--- config.mk ---
export PLATFORM = sky130hd
export DESIGN_NAME = pc_sequencer
export DESIGN_NICKNAME = d
export VERILOG_FILES = /design/src/rtl/pc_sequencer.sv
export SDC_FILE = /design/constraint.sdc
export NUM_CORES = 1
export LEC_CHECK = 0
export ABC_AREA = 1
export CAP_MARGIN = 20
export CORE_MARGIN = 1.5
export CORE_UTILIZATION = 43
export DETAILED_ROUTE_END_ITERATION = 10
export GPL_ROUTABILITY_DRIVEN = 0
export PLACE_DENSITY = 0.78
export SLEW_MARGIN = 20
export SYNTH_ARGS = -nofsm -noshare
export SYNTH_HDL_FRONTEND = slang
export SYNTH_SLANG_ARGS = --single-unit
export TNS_END_PERCENT = 30
--- constraint.sdc ---
create_clock -name clk -period 4.7 [get_ports clk]
set_clock_uncertainty 0.2 [all_clocks]
set_input_delay 1.41 -clock clk [delete_from_list [all_inputs] [get_ports clk]]
set_output_delay 1.41 -clock clk [all_outputs]
set_load 0.005 [all_outputs]
--- src/rtl/pc_sequencer.sv ---
// pc_sequencer: next-PC controller for the fetch stage.
// Arbitrates trap / branch / eret / jump redirects, parks a redirect that
// arrives while fetch cannot advance, kills the fetches that follow a
// redirect, and provides halt/resume plus the saved exception PC.

module pc_sequencer #(
   parameter int              PC_W         = 27,
   parameter logic [PC_W-1:0] RESET_VEC    = '0,
   parameter int              FLUSH_CYCLES = 2
) (
   input  logic            clk,
   input  logic            rst,
   input  logic            fe_ready,
   input  logic            id_stall,
   input  logic            trap_req,
   input  logic [PC_W-1:0] trap_vec,
   input  logic [PC_W-1:0] trap_pc,
   input  logic            br_taken,
   input  logic [PC_W-1:0] br_target,
   input  logic            eret_valid,
   input  logic            jmp_valid,
   input  logic [PC_W-1:0] jmp_target,
   input  logic            halt_req,
   output logic [PC_W-1:0] npc,
   output logic            npc_enn,
   output logic            n_stall,
   output logic            flush,
   output logic            trap_ack,
   output logic [PC_W-1:0] epc,
   output logic            halted
);

   typedef enum logic [1:0] {
      BOOT  = 2'd0,
      RUN   = 2'd1,
      FLUSH = 2'd2,
      HALT  = 2'd3
   } state_t;

   // Priority numbers: lower value wins
   localparam logic [1:0] PRIO_TRAP = 2'd0;
   localparam logic [1:0] PRIO_BR   = 2'd1;
   localparam logic [1:0] PRIO_ERET = 2'd2;
   localparam logic [1:0] PRIO_JMP  = 2'd3;

   localparam logic [2:0] FLUSH_INIT = 3'(FLUSH_CYCLES);

   state_t            state;
   state_t            next_state;
   logic [2:0]        flush_cnt;
   logic [2:0]        flush_cnt_next;

   logic              pend_valid;
   logic [1:0]        pend_prio;
   logic [PC_W-1:0]   pend_target;
   logic [PC_W-1:0]   pend_tpc;
   logic [PC_W-1:0]   epc_q;

   logic              in_valid;
   logic [1:0]        in_prio;
   logic [PC_W-1:0]   in_target;

   logic              sel_valid;
   logic              use_pend;
   logic [1:0]        sel_prio;
   logic [PC_W-1:0]   sel_target;
   logic [PC_W-1:0]   sel_tpc;
   logic [PC_W-1:0]   sel_aligned;

   logic              adv;
   logic              apply_redir;
   logic              latch_redir;
   logic              is_trap;

   logic [PC_W-1:0]   npc_c;
   logic              npc_enn_c;
   logic              n_stall_c;
   logic              flush_c;
   logic              trap_ack_c;

   // Fixed-priority pick among the redirect inputs asserted this cycle
   always_comb begin
      in_valid  = 1'b0;
      in_prio   = PRIO_JMP;
      in_target = '0;
      if (trap_req) begin
         in_valid  = 1'b1;
         in_prio   = PRIO_TRAP;
         in_target = trap_vec;
      end else if (br_taken) begin
         in_valid  = 1'b1;
         in_prio   = PRIO_BR;
         in_target = br_target;
      end else if (eret_valid) begin
         in_valid  = 1'b1;
         in_prio   = PRIO_ERET;
         in_target = epc_q;
      end else if (jmp_valid) begin
         in_valid  = 1'b1;
         in_prio   = PRIO_JMP;
         in_target = jmp_target;
      end
   end

   // Pending wins only if strictly higher priority; on a tie the new request wins
   always_comb begin
      use_pend   = pend_valid && (!in_valid || (pend_prio < in_prio));
      sel_valid  = in_valid || pend_valid;
      sel_prio   = in_prio;
      sel_target = in_target;
      sel_tpc    = trap_pc;
      if (use_pend) begin
         sel_prio   = pend_prio;
         sel_target = pend_target;
         sel_tpc    = pend_tpc;
      end
   end

   assign sel_aligned = {sel_target[PC_W-1:2], 2'b00};
   assign is_trap     = sel_valid && (sel_prio == PRIO_TRAP);

   // Next-state and output decode for the sequencer FSM
   always_comb begin
      next_state     = state;
      flush_cnt_next = flush_cnt;
      adv            = 1'b0;
      apply_redir    = 1'b0;
      latch_redir    = 1'b0;
      npc_c          = RESET_VEC;
      npc_enn_c      = 1'b0;
      n_stall_c      = 1'b0;
      flush_c        = 1'b0;
      trap_ack_c     = 1'b0;

      case (state)
         BOOT: begin
            npc_c       = RESET_VEC;
            npc_enn_c   = 1'b1;
            n_stall_c   = 1'b1;
            latch_redir = sel_valid;
            next_state  = RUN;
         end

         RUN: begin
            adv = fe_ready && !id_stall;
            if (sel_valid) begin
               if (adv) begin
                  apply_redir = 1'b1;
               end else begin
                  latch_redir = 1'b1;
               end
            end else if (halt_req) begin
               next_state = HALT;
            end else begin
               n_stall_c = adv;
            end
         end

         FLUSH: begin
            adv     = fe_ready;
            flush_c = 1'b1;
            if (sel_valid) begin
               if (adv) begin
                  apply_redir = 1'b1;
               end else begin
                  latch_redir = 1'b1;
               end
            end else if (adv) begin
               n_stall_c      = 1'b1;
               flush_cnt_next = flush_cnt - 3'd1;
               if (flush_cnt <= 3'd1) begin
                  next_state = RUN;
               end
            end
         end

         HALT: begin
            adv = fe_ready;
            if (is_trap && adv) begin
               apply_redir = 1'b1;
            end else begin
               latch_redir = sel_valid;
               if (!halt_req) begin
                  next_state = RUN;
               end
            end
         end

         default: begin
            next_state = BOOT;
         end
      endcase

      if (apply_redir) begin
         npc_c          = sel_aligned;
         npc_enn_c      = 1'b1;
         n_stall_c      = 1'b1;
         trap_ack_c     = is_trap;
         flush_cnt_next = FLUSH_INIT;
         next_state     = FLUSH;
      end
   end

   // State, flush counter, pending redirect and saved exception PC
   always_ff @(posedge clk or negedge rst) begin
      if (!rst) begin
         state       <= BOOT;
         flush_cnt   <= '0;
         pend_valid  <= 1'b0;
         pend_prio   <= PRIO_JMP;
         pend_target <= '0;
         pend_tpc    <= '0;
         epc_q       <= '0;
      end else begin
         state     <= next_state;
         flush_cnt <= flush_cnt_next;
         if (apply_redir) begin
            pend_valid <= 1'b0;
            if (is_trap) begin
               epc_q <= sel_tpc;
            end
         end else if (latch_redir) begin
            pend_valid  <= 1'b1;
            pend_prio   <= sel_prio;
            pend_target <= sel_target;
            pend_tpc    <= sel_tpc;
         end
      end
   end

   // Reset forces the PC-register controls immediately, independent of the clock
   always_comb begin
      if (!rst) begin
         npc      = RESET_VEC;
         npc_enn  = 1'b0;
         n_stall  = 1'b0;
         flush    = 1'b0;
         trap_ack = 1'b0;
         halted   = 1'b0;
      end else begin
         npc      = npc_c;
         npc_enn  = npc_enn_c;
         n_stall  = n_stall_c;
         flush    = flush_c;
         trap_ack = trap_ack_c;
         halted   = (state == HALT);
      end
   end

   assign epc = epc_q;

endmodule

# Word-level counts from Yosys, hierarchy flattened
# Index checks and enable logic that the tools add are counted.
[classes]
eq_ne = 11
addsub = 1
n_mux = 57
n_bitwise = 2
reduce_logical = 18
order_cmp = 2
[ops]
columns = ["operator", "n"]
rows = [
  ["$mux W27", 8],
  ["$mux W1", 30],
  ["$mux W2", 11],
  ["$ne A3 B3 Y1 const B", 7],
  ["$mux W3", 4],
  ["$pmux W2 S4", 1],
  ["$reduce_and A7 Y1", 1],
  ["$pmux W1 S3", 2],
  ["$reduce_and A3 Y1", 2],
  ["$reduce_bool A2 Y1", 3],
  ["$eq A2 B2 Y1 const B", 2],
  ["$logic_and A1 B1 Y1", 4],
  ["$logic_not A2 Y1", 2],
  ["$pmux W1 S4", 1],
  ["$reduce_and A2 Y1", 2],
  ["$le A3 B1 Y1 const B", 1],
  ["$sub A3 B1 Y3 const B", 1],
  ["$eq A2 B1 Y1 const B", 1],
  ["$logic_not A1 Y1", 2],
  ["$logic_or A1 B1 Y1", 2],
  ["$lt A2 B2 Y1", 1],
  ["$ne A2 B1 Y1 const B", 1],
  ["$not A1 Y1", 2],
]
[word_totals]
regBits = 89
word_cells = 99

# Depth between registers and ports, before layout
[logic_depth]
word_depth = 15
ltp_mapped = 18

# Worst setup path before layout
# No wires, ideal clock.
[synth_path]
kind = "input-to-output"
from = "input br_taken"
to = "output trap_ack"
path_stages = 16
path_slack_ns = -0.065
arrival_time_ns = 3.155
path_buffers = 3
cell_sequence = "buf_6 > nor2_2 > inv_1 > ha_1 > nand2_1 > nand2_1 > nand2_2 > nand2_2 > buf_6 > nand2_2 > nand2_2 > inv_2 > nor2_4 > nand3_4 > buf_2 > nor2_1"
[synth_between]
elab_chain_len = 13
word_cells_on_any_way = 19
classes_between = "order compare: 1; mux: 11; reduce/logical: 7"
[synth_rtl]
columns = ["element", "line_no", "source"]
rows = [
  ["start, declared", "18", "input logic br_taken,"],
  ["$mux W2 / $mux W1 (equally long branches)", "90", "end else if (br_taken) begin"],
  ["$mux W2 / $mux W1 (equally long branches)", "86", "if (trap_req) begin"],
  ["$lt A2 B2 Y1 / $logic_not A1 Y1 (equally long branches)", "107", "use_pend = pend_valid && (!in_valid || (pend_prio < in_prio));"],
  ["$logic_or A1 B1 Y1", "107", ""],
  ["$logic_and A1 B1 Y1", "107", ""],
  ["$mux W2", "112", "if (use_pend) begin"],
  ["$logic_not A2 Y1", "120", "assign is_trap = sel_valid && (sel_prio == PRIO_TRAP);"],
  ["$logic_and A1 B1 Y1", "120", ""],
  ["$logic_and A1 B1 Y1", "179", "if (is_trap && adv) begin"],
  ["$mux W1", "179", ""],
  ["$pmux W1 S3", "135", "case (state)"],
  ["$mux W1 *", "194", "if (apply_redir) begin"],
  ["$mux W1 *", "233", "if (!rst) begin"],
  ["end, declared", "28", "output logic trap_ack,"],
]
# Every way passes the cells marked *; elsewhere a longest branch is shown, timed or not.

# Final worst setup path
[layout_path]
from = "input jmp_valid"
to = "output npc[18]"
[layout_between]
elab_chain_len = 15
word_cells_on_any_way = 23
classes_between = "mux: 16; reduce/logical: 7"
[layout_rtl]
columns = ["element", "line_no", "source"]
rows = [
  ["start, declared", "21", "input logic jmp_valid,"],
  ["$mux W1", "98", "end else if (jmp_valid) begin"],
  ["$mux W1", "94", "end else if (eret_valid) begin"],
  ["$mux W1", "90", ""],
  ["$mux W1", "86", ""],
  ["$logic_not A1 Y1", "107", ""],
  ["$logic_or A1 B1 Y1", "107", ""],
  ["$logic_and A1 B1 Y1", "107", ""],
  ["$mux W2", "112", ""],
  ["$logic_not A2 Y1", "120", ""],
  ["$logic_and A1 B1 Y1", "120", ""],
  ["$logic_and A1 B1 Y1", "179", ""],
  ["$mux W1", "179", ""],
  ["$pmux W1 S3", "135", ""],
  ["$mux W27 *", "194", ""],
  ["$mux W27 *", "233", ""],
  ["end, declared", "24", "output logic [PC_W-1:0] npc,"],
]
# Marked as above.

==> Flow_metrics.wiki <==
{| class="wikitable"
! Metric !! Value
|-
| Vias post-DR || a little over 6k
|-
| Startpoint of the most critical setup path || jmp_valid
|-
| Most numerous cell in the Yosys netlist || nand2_1
|-
| Initial cell density of the core || ~44%
|-
| Crit start category || primary input
|-
| Prevailing post-synth register cell || dfrtp_1
|-
| CTS tree || done
|-
| Post-synth design cell area || about 5600 sq um
|-
| Final routed DRC violation total || 0
|-
| Port Buf Inserts || about 170
|-
| Congestion Overflow GR || 0
|-
| Total Die Area || 13670 sq um
|-
| HPWL Detailed || about 12000 microns
|-
| Worst-path maximum fanout || 5
|-
| Transition time at the pin with the least slew margin || just under 0.7 ns
|-
| Clk Latency, worst-skew pair || approximately 0.33 ns
|-
| Number of stages on the worst hold path || 2
|-
| Crit-path max cell delay || 0.40 ns
|-
| Cell variety after synth || 36
|-
| Worst hold slack after final layout || 0.2697 ns
|-
| Number of standard cells after synthesis || between 700 and 800
|-
| Area share of the leading cell type in the synthesized netlist || a little under two fifths
|-
| Remaining max-slew budget at the tightest pin || about 54%
|-
| Leakage || just over 4 nW
|-
| Top cells by count, synth || nand2_1 (292), dfrtp_1 (85), nand3_1 (83), inv_1 (73), nor2_1 (32)
|-
| Status || finished with violations
|-
| Number of synthesized flops with an enable pin || 0
|-
| Post-synthesis cell type with the largest combined area || dfrtp_1
|-
| Setup total negative slack || -2.209 ns
|-
| Hold Buf Count CTS || 0
|-
| Std cell rows || slightly above 40
|-
| Most prevalent standard cell on the critical path || nand2_4
|-
| Nets || about 1.1k
|-
| Number of buffers created by CTS || 9
|-
| Dominant cells by area after synthesis || dfrtp_1 (38%), nand2_1 (20%), nand3_1 (7.4%)
|-
| RSZ-0062 raised after global routing || true
|-
| Average via count per standard cell || 5.177
|-
| Buffering stage count on the worst path with inverters included || 6
|-
| Maximum number of pins on one net before global-route repair || between 50 and 60
|-
| Boundary pin count || ~180
|-
| Number of setup violations in the final report || 28
|-
| Arrival time reported for the critical path endpoint || between 3 and 4 ns
|-
| Root buffer cell || clkbuf_16
|-
| Core outline area || between 10000 and 15000 sq um
|-
| Drt pass-1 iters || 5
|-
| Flop2flop setup slack || 2.02 ns
|-
| Flip-flop and latch count after synthesis || just under 90
|-
| Final worst slack || -0.1970 ns
|-
| Min cycle time layout || 4.897 ns
|-
| Violations in the final reports || setup timing
|-
| Max Fclk || 204.2 MHz
|-
| Synth Warn # || 0
|-
| Number of inserted filler cells in the final layout || about 1.1k
|-
| Area growth from synthesis to layout || 48.50%
|-
| Antenna violations before repair || 0
|-
| Worst Hold Path EP || pend_prio[0]
|-
| Class of the most critical setup path || primary input to primary output
|-
| Average wire per cell in the routed design || between 15 and 20 microns
|-
| Number of endpoints with negative hold slack in the final report || 0
|-
| CP Cell Sequence || clkdlybuf4s50_1 > inv_1 > nand3_2 > nand2_4 > nand3_1 > nand2_2 > nand4_4 > nand2_4 > nand3_4 > buf_12 > buf_8 > buf_6 > nor2_1 > buf_2
|-
| Total wire length after detailed routing || 18250 microns
|-
| Power per cell area || approximately 630 nW/um^2
|-
| Number of global-route vias before repair || a little under 6k
|-
| Die X-Extent || about 120 microns
|-
| Post-Synthesis Mean Instance Area || approximately 7 sq um
|-
| Startpoint of the most critical hold path || pend_prio[0]
|-
| Max capacitance violation total || 0
|-
| CP max stage cell || clkdlybuf4s50_1
|-
| Portion of the post-synthesis area used by sequential elements || 39.06%
|-
| Die span in y || between 100 and 150 microns
|-
| Path depth of the worst reg2reg path || 15
|-
| Worst supply voltage drop on vdd || between 0.5 and 0.6 mV
|-
| Number of clock sinks seen by CTS || between 80 and 90
|-
| Reg-to-reg startpoint || pend_prio[1]
|-
| Max Root-Sink Buffers || 2
|-
| 1st-iter DRT viols || between 400 and 500
|-
| Total number of cells along the worst setup path || 14
|-
| First-pass GRT wire length || 28670 microns
|-
| Worst path top cell family by delay || buffers and inverters
|-
| Share of flip-flops with an asynchronous set or reset || 100.0%
|-
| CP Data Required Time || between 3 and 4 ns
|-
| Antenna-violating nets left || 0
|-
| Type of the tightest min-delay check || flop to flop
|-
| Kind of end point of the critical path || primary output
|-
| Final period utilization || 104.2%
|-
| End of the worst register-to-register path || pend_valid
|-
| Antenna diode count || 0
|-
| Clock slew at reported path FFs || 0.06 ns
|-
| Fin. max-slew vios || 0
|-
| Overall Global Routing Usage || 27.05%
|-
| H-tree levels || 3
|-
| Share of post-route cells with drive strength above 1 || 21.46%
|}
[final cells by class]
cell class | instances | area, sq um | share of cell area, %
timing repair buffer | 247 | 2320 | 27.99
clock buffer | 11 | 242.7 | 2.929
sequential | 87 | 2180 | 26.30
tap | 172 | 215.2 | 2.597
inverter | 76 | 290.3 | 3.503
clock inverter | 5 | 41.29 | 0.4983
multi-input combinational | 576 | 2998 | 36.18
[cell usage in the layout (no fill, tap or decap), types with 10 or more instances in the layout]
cell / count
a21oi_1: 28
nand4_1: 29
nand3_1: 82
or2_2: 22
buf_2: 26
nor2_1: 21
inv_1: 68
a221oi_1: 23
buf_6: 10
nand2_1: 289
o21ai_2: 22
clkdlybuf4s50_1: 135
buf_4: 62
dfrtp_1: 85
[registers in the layout (all words and copies together), names as in the netlist]
signal       flops
epc             27
pend_target     25
state            2
pend_valid       1
pend_tpc        27
flush_cnt        3
pend_prio        2
[through the flow]
step | area (sq um) | setup slack, ns | cells | total power (W) | utilization (%)
after floorplan | 5610 | -0.0002913 | 796 | 0.003151 | -
after global placement | 7739 | -0.8815 | 1146 | 0.004230 | 61.32
after detailed placement | 7739 | -0.9084 | 1146 | 0.004299 | 61.32
after CTS | 8178 | -0.2155 | 1172 | 0.005162 | 64.80
after global routing | 8287 | -0.2622 | 1174 | 0.005715 | 65.67
final | 8287 | -0.1970 | 1174 | 0.005259 | 65.67
[logic make-up after synthesis]
kind of cell               count (synthesis)  share of synthesized area, %
and+or+nand+nor                          478                         38.25
buffers and inverters                    133                         11.03
AOI/OAI and AO/OA                         87                         9.641
DFF                                       87                         39.06
adders and majority gates                  8                         1.794
xor gates and xnor gates                   1                        0.1570
other                                      1                       0.06720
[how the worst max path moves through the flow]
stage,slack [ns],to
global placement,-0.88,npc[2]
detailed placement,-0.91,npc[11]
global route,-0.26,npc[18]
CTS,-0.22,npc[2]
finish,-0.20,npc[18]
floorplan,-0.0003,npc[13]
[per-layer routing]
metal	vias up	GRT usage [%]	part of all wire, %	wire (microns)
met4	0	9.558	2.0	363
met5	-	0	0	0
met1	2882	36.69	43	7937
li1	2973	-	-	-
met3	25	3.038	5.4	985
met2	198	45.15	49	8964
[tightest hold or removal path: stages (launching register included)]
cell and delay (ns):
dfstp_2 0.37, nand2_1 0.05, nand2_1 0.05
[power by group]
group / switching, W / internal, W / total (W)
logic: 0.00188 / 0.00137 / 0.00325
registers: 0.000223 / 0.00110 / 0.00132
clock network: 0.000305 / 0.000378 / 0.000683
[timing repair]
action | CTS | global route
endpoints found under the setup margin | 28 | 28
gates resized for setup | 174 | 41
buffers inserted | 8 | 2
pin swaps | 7 | 12
cloned | 2 | 0
(Power assumes the default switching activity.)
==> RTL edit 1 (config.mk and constraints unchanged) <==
Re-encode `state_t` (4 states) as one-hot, 4 bits wide.
--- a/src/rtl/pc_sequencer.sv
+++ b/src/rtl/pc_sequencer.sv
@@ -31,9 +31,9 @@
 );
 
-   typedef enum logic [1:0] {
-      BOOT  = 2'd0,
-      RUN   = 2'd1,
-      FLUSH = 2'd2,
-      HALT  = 2'd3
+   typedef enum logic [3:0] {
+      BOOT  = 4'b0001,
+      RUN   = 4'b0010,
+      FLUSH = 4'b0100,
+      HALT  = 4'b1000
    } state_t;
 
Behaviour: no difference found for any inputs over 4 cycles, from zero or initial values and one cycle with rst low; so few cycles prove little.
==> RTL edit 1 against the original RTL <==
- the flow still finishes with violations (negative setup slack)
- total power grew 3.9%
- sequential power rose by 8%
- final cell count rose by 7.1%
- synthesized area is 1.8% higher
- sequential cell count rose by 2
- global-route usage increased by 3.4 points
- clock power increased by 15%
- synthesized cell count grew 7.2%
- design area rose by 8.0%
- wire length grew 21%
- critical path depth increased by 2
- setup slack better by 0.15 ns
==> RTL edit 1: results (changes against the original RTL) <==
Die
The total die area is 13900 um^2 (+1.7%).

Final layout
The number of non-clock buffers is 280 (+13%). The fill cell instance count of the final layout is 973 (-11%). The fraction of layout cells with a size suffix above 1 is 0.233 (+0.0186). The sequential standard cell area is 2230 um^2 (+2.4%). The register fraction of the total cell area was 0.249 (-0.0138). The count of multi-input gates came to 621 (+7.8%). The net count of the finished layout is 1200 (+7.0%). The inverter count of the layout excluding clock inverters is 79 (+3.9%). The number of flip-flops and latches was 89 (+2.3%).

Power
The total power density per cell area came to 611 nW/um^2 (-3.8%). The leakage power is 4.53 nW (+9.2%). The switching share of total power came to 0.444 (-0.0148).

Place
The cell total after placement came to 1191 (+3.9%). The worst slack at placement came to -0.897 ns (+0.0110 ns). The detailed placer's ending HPWL is 13.6 mm (+10%).

Timing
The accumulated negative setup slack is -0.272 ns (+1.94 ns). The setup slack after layout is -0.0459 ns (+0.151 ns). The transition at the pin with the smallest max-transition slack is 0.834 ns (+0.150 ns). The number of setup violations in the final report is 14 (-50%).

Yosys
By count the netlist is led by nand2_1, dfrtp_1, nand3_1, inv_1, nand4_1. The post-synthesis xor/xnor area fraction is 0.00154 (-0.0000273). The number of distinct library cells after synthesis was 29 (-19%). After synthesis, the cell types taking the most area are dfrtp_1, nand2_1, nand3_1. The post-synthesis sequential area ratio was 0.393 (+0.00223).

Worst setup path
The critical path data arrival time was 3.14 ns (-0.15 ns). The count of cells along the worst register-to-register path came to 26 (+11).

Routing
The number of violations reported at the end of detailed-routing iteration 0 is 632 (+50%). The total wire length after detailed routing is 22.2 mm (+21%). The wire length on met1 is 8.75 mm (+10%).

The number of vias per cell after detailed routing came to 5.44 (+5.1%).

Global routing
The initial antenna violation count was 1 (+1). The global routing met1 resource utilization is 0.391 (+0.0244). The met3 routing resource usage after global routing is 0.0620 (+0.0316).

Run status
The checks that failed: negative setup slack. The flow ran to the end, but the final reports show violations.
-- RTL edit 1: cell count changes after synthesis, moves of 4 or more --
cell / unedited run / this run
o21ai_0: 29 / 41
nor2_1: 32 / 37
nand4_1: 29 / 55
or2_2: 24 / 0
inv_1: 73 / 78
nor3_1: 1 / 5
o21ai_1: 2 / 12
nand2_1: 292 / 331
buf_2: 17 / 30
ha_1: 8 / 3
buf_4: 10 / 5
a221oi_1: 24 / 0
-- RTL edit 1: what timing repair did --
item | CTS | global route
buffers inserted | 39 | 8
endpoints found under the setup margin | 28 | 29
resized for setup | 224 | 56
gates cloned | 4 | 3
pin swaps | 19 | 23
-- RTL edit 1: worst paths after layout --
check	to	from	slack (ns)
worst min register to register	pend_prio[0]	pend_prio[0]	0.27
worst min-delay path	pend_prio[0]	pend_prio[0]	0.27
worst max-delay path	npc[18]	trap_req	-0.05
min in group asynchronous	pend_target[26]	rst	0.93
worst max register to register	pend_target[24]	pend_prio[1]	0.87
max in group asynchronous	epc[15]	rst	2.23
-- RTL edit 1: worst max-delay path, stage by stage --
cell	delay, ns
buf_8	0.11
nor2_4	0.11
inv_2	0.06
ha_4	0.28
nand2_4	0.06
nand2_4	0.06
nand2_4	0.06
nand2_4	0.09
buf_8	0.14
buf_12	0.14
buf_4	0.15
o21ai_1	0.08
o21ai_2	0.07
inv_1	0.07
nor2_2	0.12
buf_2	0.13
-- RTL edit 1: power by group through the flow --
stage | registers (mW) | logic [mW] | clock network [mW]
after detailed placement | 1.41 | 2.51 | 0
after global routing | 1.45 | 3.55 | 0.826
after CTS | 1.40 | 3.05 | 0.787
final | 1.43 | 3.25 | 0.788
after floorplan | 1.31 | 1.57 | 0
after global placement | 1.39 | 2.44 | 0
==> RTL edit 2 (config.mk and constraints unchanged) <==
Without the edit above. `PC_W`: 27 -> 31.
--- a/src/rtl/pc_sequencer.sv
+++ b/src/rtl/pc_sequencer.sv
@@ -5,5 +5,5 @@
 
 module pc_sequencer #(
-   parameter int              PC_W         = 27,
+   parameter int              PC_W         = 31,
    parameter logic [PC_W-1:0] RESET_VEC    = '0,
    parameter int              FLUSH_CYCLES = 2
Ports: changed (6 resized); port bits go from 176 to 200. No check against the original RTL was run, so the function may have changed too.
==> RTL edit 2 against the original RTL <==
- the run still ends with negative setup slack left
- first-iteration DRC count rose by 28%
- wire length rose by 19%
- total power rose by 15%
- die area rose by 9.5%
- design area rose by 13%
- synthesized area rose by 9.8%
- global-route usage rose by 1.0 points
- sequential cell count rose by 12
- setup slack barely moved
- largest cell class unchanged
- highest routed layer unchanged
==> RTL edit 2: results (changes against the original RTL) <==
Final layout
The fraction of layout cells with a size suffix above 1 is 0.194 (-0.0206). The net count of the finished layout is 1270 (+13%).

Power
The part of the total power dissipated in combinational logic came to 0.611 (-0.008). The internal power is 3.35 mW (+18%). The worst IR drop on VDD is 0.333 mV (-35%). The clock network power is 0.806 mW (+18%).

The leakage power is 4.57 nW (+10%).

Timing
The setup slack after layout is -0.197 ns (+0.000481 ns). The relative slew slack is 0.445 (-0.0990). The number of setup violations in the final report was 32 (+14%).

The accumulated negative setup slack is -4.64 ns (-2.43 ns).

Clocking
The post-cts repair resize count is 171 (-1.7%). After clock tree synthesis, the clock-pin slew on the worst setup and hold paths is 0.07 ns. The buffer count from post-CTS setup fixing is 12 (+4). The insertion delay of the later-clocked pin in the worst-skew pair is 0.35 ns (+0.02 ns).

The number of levels the H-tree was split into came to 3 (unchanged).

Run status
The checks that failed: negative setup slack. The flow ran to the end, but the final reports show violations.

Global routing
The largest net degree at the start of global routing is 66 (+20%). The overall track demand over capacity in global routing was 0.281 (+0.0100). The first-pass GRT wire length is 32.6 mm (+14%).

The initial antenna violation count was 0 (unchanged). The via count of the first global-routing pass was 6522 (+12%).

Place
The count of port buffers added during placement is 191 (+14%). The detailed placer's ending HPWL is 14.5 mm (+18%).

Worst setup path
The capture point of the worst path is npc[3]. In this run the critical register-to-register path is launched from pend_prio[1]. The register-to-register setup slack is 1.69 ns (-0.33 ns). The count of cells along the worst register-to-register path is 15 (unchanged). The end of the worst register-to-register path is pend_target[11]. The cell family with the largest share of critical-path delay is buffers and inverters.

The worst-path cell with the longest stage delay is clkbuf_16. The critical path data arrival time came to 3.29 ns (about the same). The maximum single-stage delay on the critical path was 0.15 ns (-0.25 ns). The worst-path maximum fanout is 4 (-1). The startpoint of the most critical setup path is br_taken.

Yosys
The number of distinct library cells after synthesis came to 28 (-22%). Ranked by total cell area, the synthesized netlist is headed by dfrtp_1, nand2_1, nand3_1. The total of warnings raised by yosys is 0 (unchanged). Counting instances in the post-synthesis netlist gives the leading cell types as nand2_1, nand3_1, dfrtp_1, nor2_1, o21ai_0.

The post-synthesis sequential area ratio was 0.405 (+0.0142).

Routing
The number of violations reported at the end of detailed-routing iteration 0 is 537 (+28%). The number of vias per cell after detailed routing is 5.33 (+3.0%). The number of iterations in the first detailed-routing pass is 5 (unchanged). The average wire length per cell after detail routing came to 16.5 um (+6.1%).

Worst hold path
The kind of path behind the tightest hold check is reg -> reg.
-- RTL edit 2: routing by layer --
layer / global-route usage / share of wire / vias to the layer above
met5: 0 / 0 / -
met4: 0.124 / 0.032 / 0
met3: 0.0400 / 0.063 / 52
met2: 0.447 / 0.48 / 285
met1: 0.381 / 0.43 / 3314
li1: - / - / 3360
-- RTL edit 2: cell type report --
type,instances,area [um^2]
antenna,1,2.50
clock buffer,12,246
clock inverter,4,73.8
fill,1130,4530
inverter,62,235
multi-input combinational,673,3470
sequential,99,2480
tap,180,225
timing repair buffer,284,2620
-- RTL edit 2: logic make-up (layout without fill, tap and decap cells) --
logic type / after synthesis / after routing / synth area share
simple gates: 532 / 532 / 0.365
other cells: 1 / 3 / 0.000612
flops: 99 / 99 / 0.405
compound gates: 130 / 130 / 0.127
buf+inv: 128 / 362 / 0.0852
xor+xnor: 1 / 1 / 0.00143
fa+ha+maj: 8 / 8 / 0.0163
-- RTL edit 2: worst min path at each step --
stage	start	endpoint	slack, ns	cells past startpoint
after detailed placement	pend_tpc[8]	pend_tpc[8]	0.26	2
final	pend_tpc[10]	pend_tpc[10]	0.27	2
after global routing	pend_target[13]	pend_target[13]	0.29	2
after global placement	pend_target[30]	pend_target[30]	0.25	2
after floorplan	pend_target[20]	pend_target[20]	0.24	2
after CTS	pend_prio[0]	pend_prio[0]	0.27	2
-- RTL edit 2: through the flow --
stage / setup WS, ns / instance area [um^2] / power [mW] / cells
2_1_floorplan: 0.0150 / 6130 / 3.44 / 900
3_3_place_gp: -0.879 / 8560 / 4.67 / 1276
3_5_place_dp: -0.969 / 8560 / 4.77 / 1276
4_1_cts: -0.131 / 9000 / 5.72 / 1303
5_1_grt: -0.259 / 9350 / 6.49 / 1314
6_report: -0.197 / 9350 / 6.03 / 1315
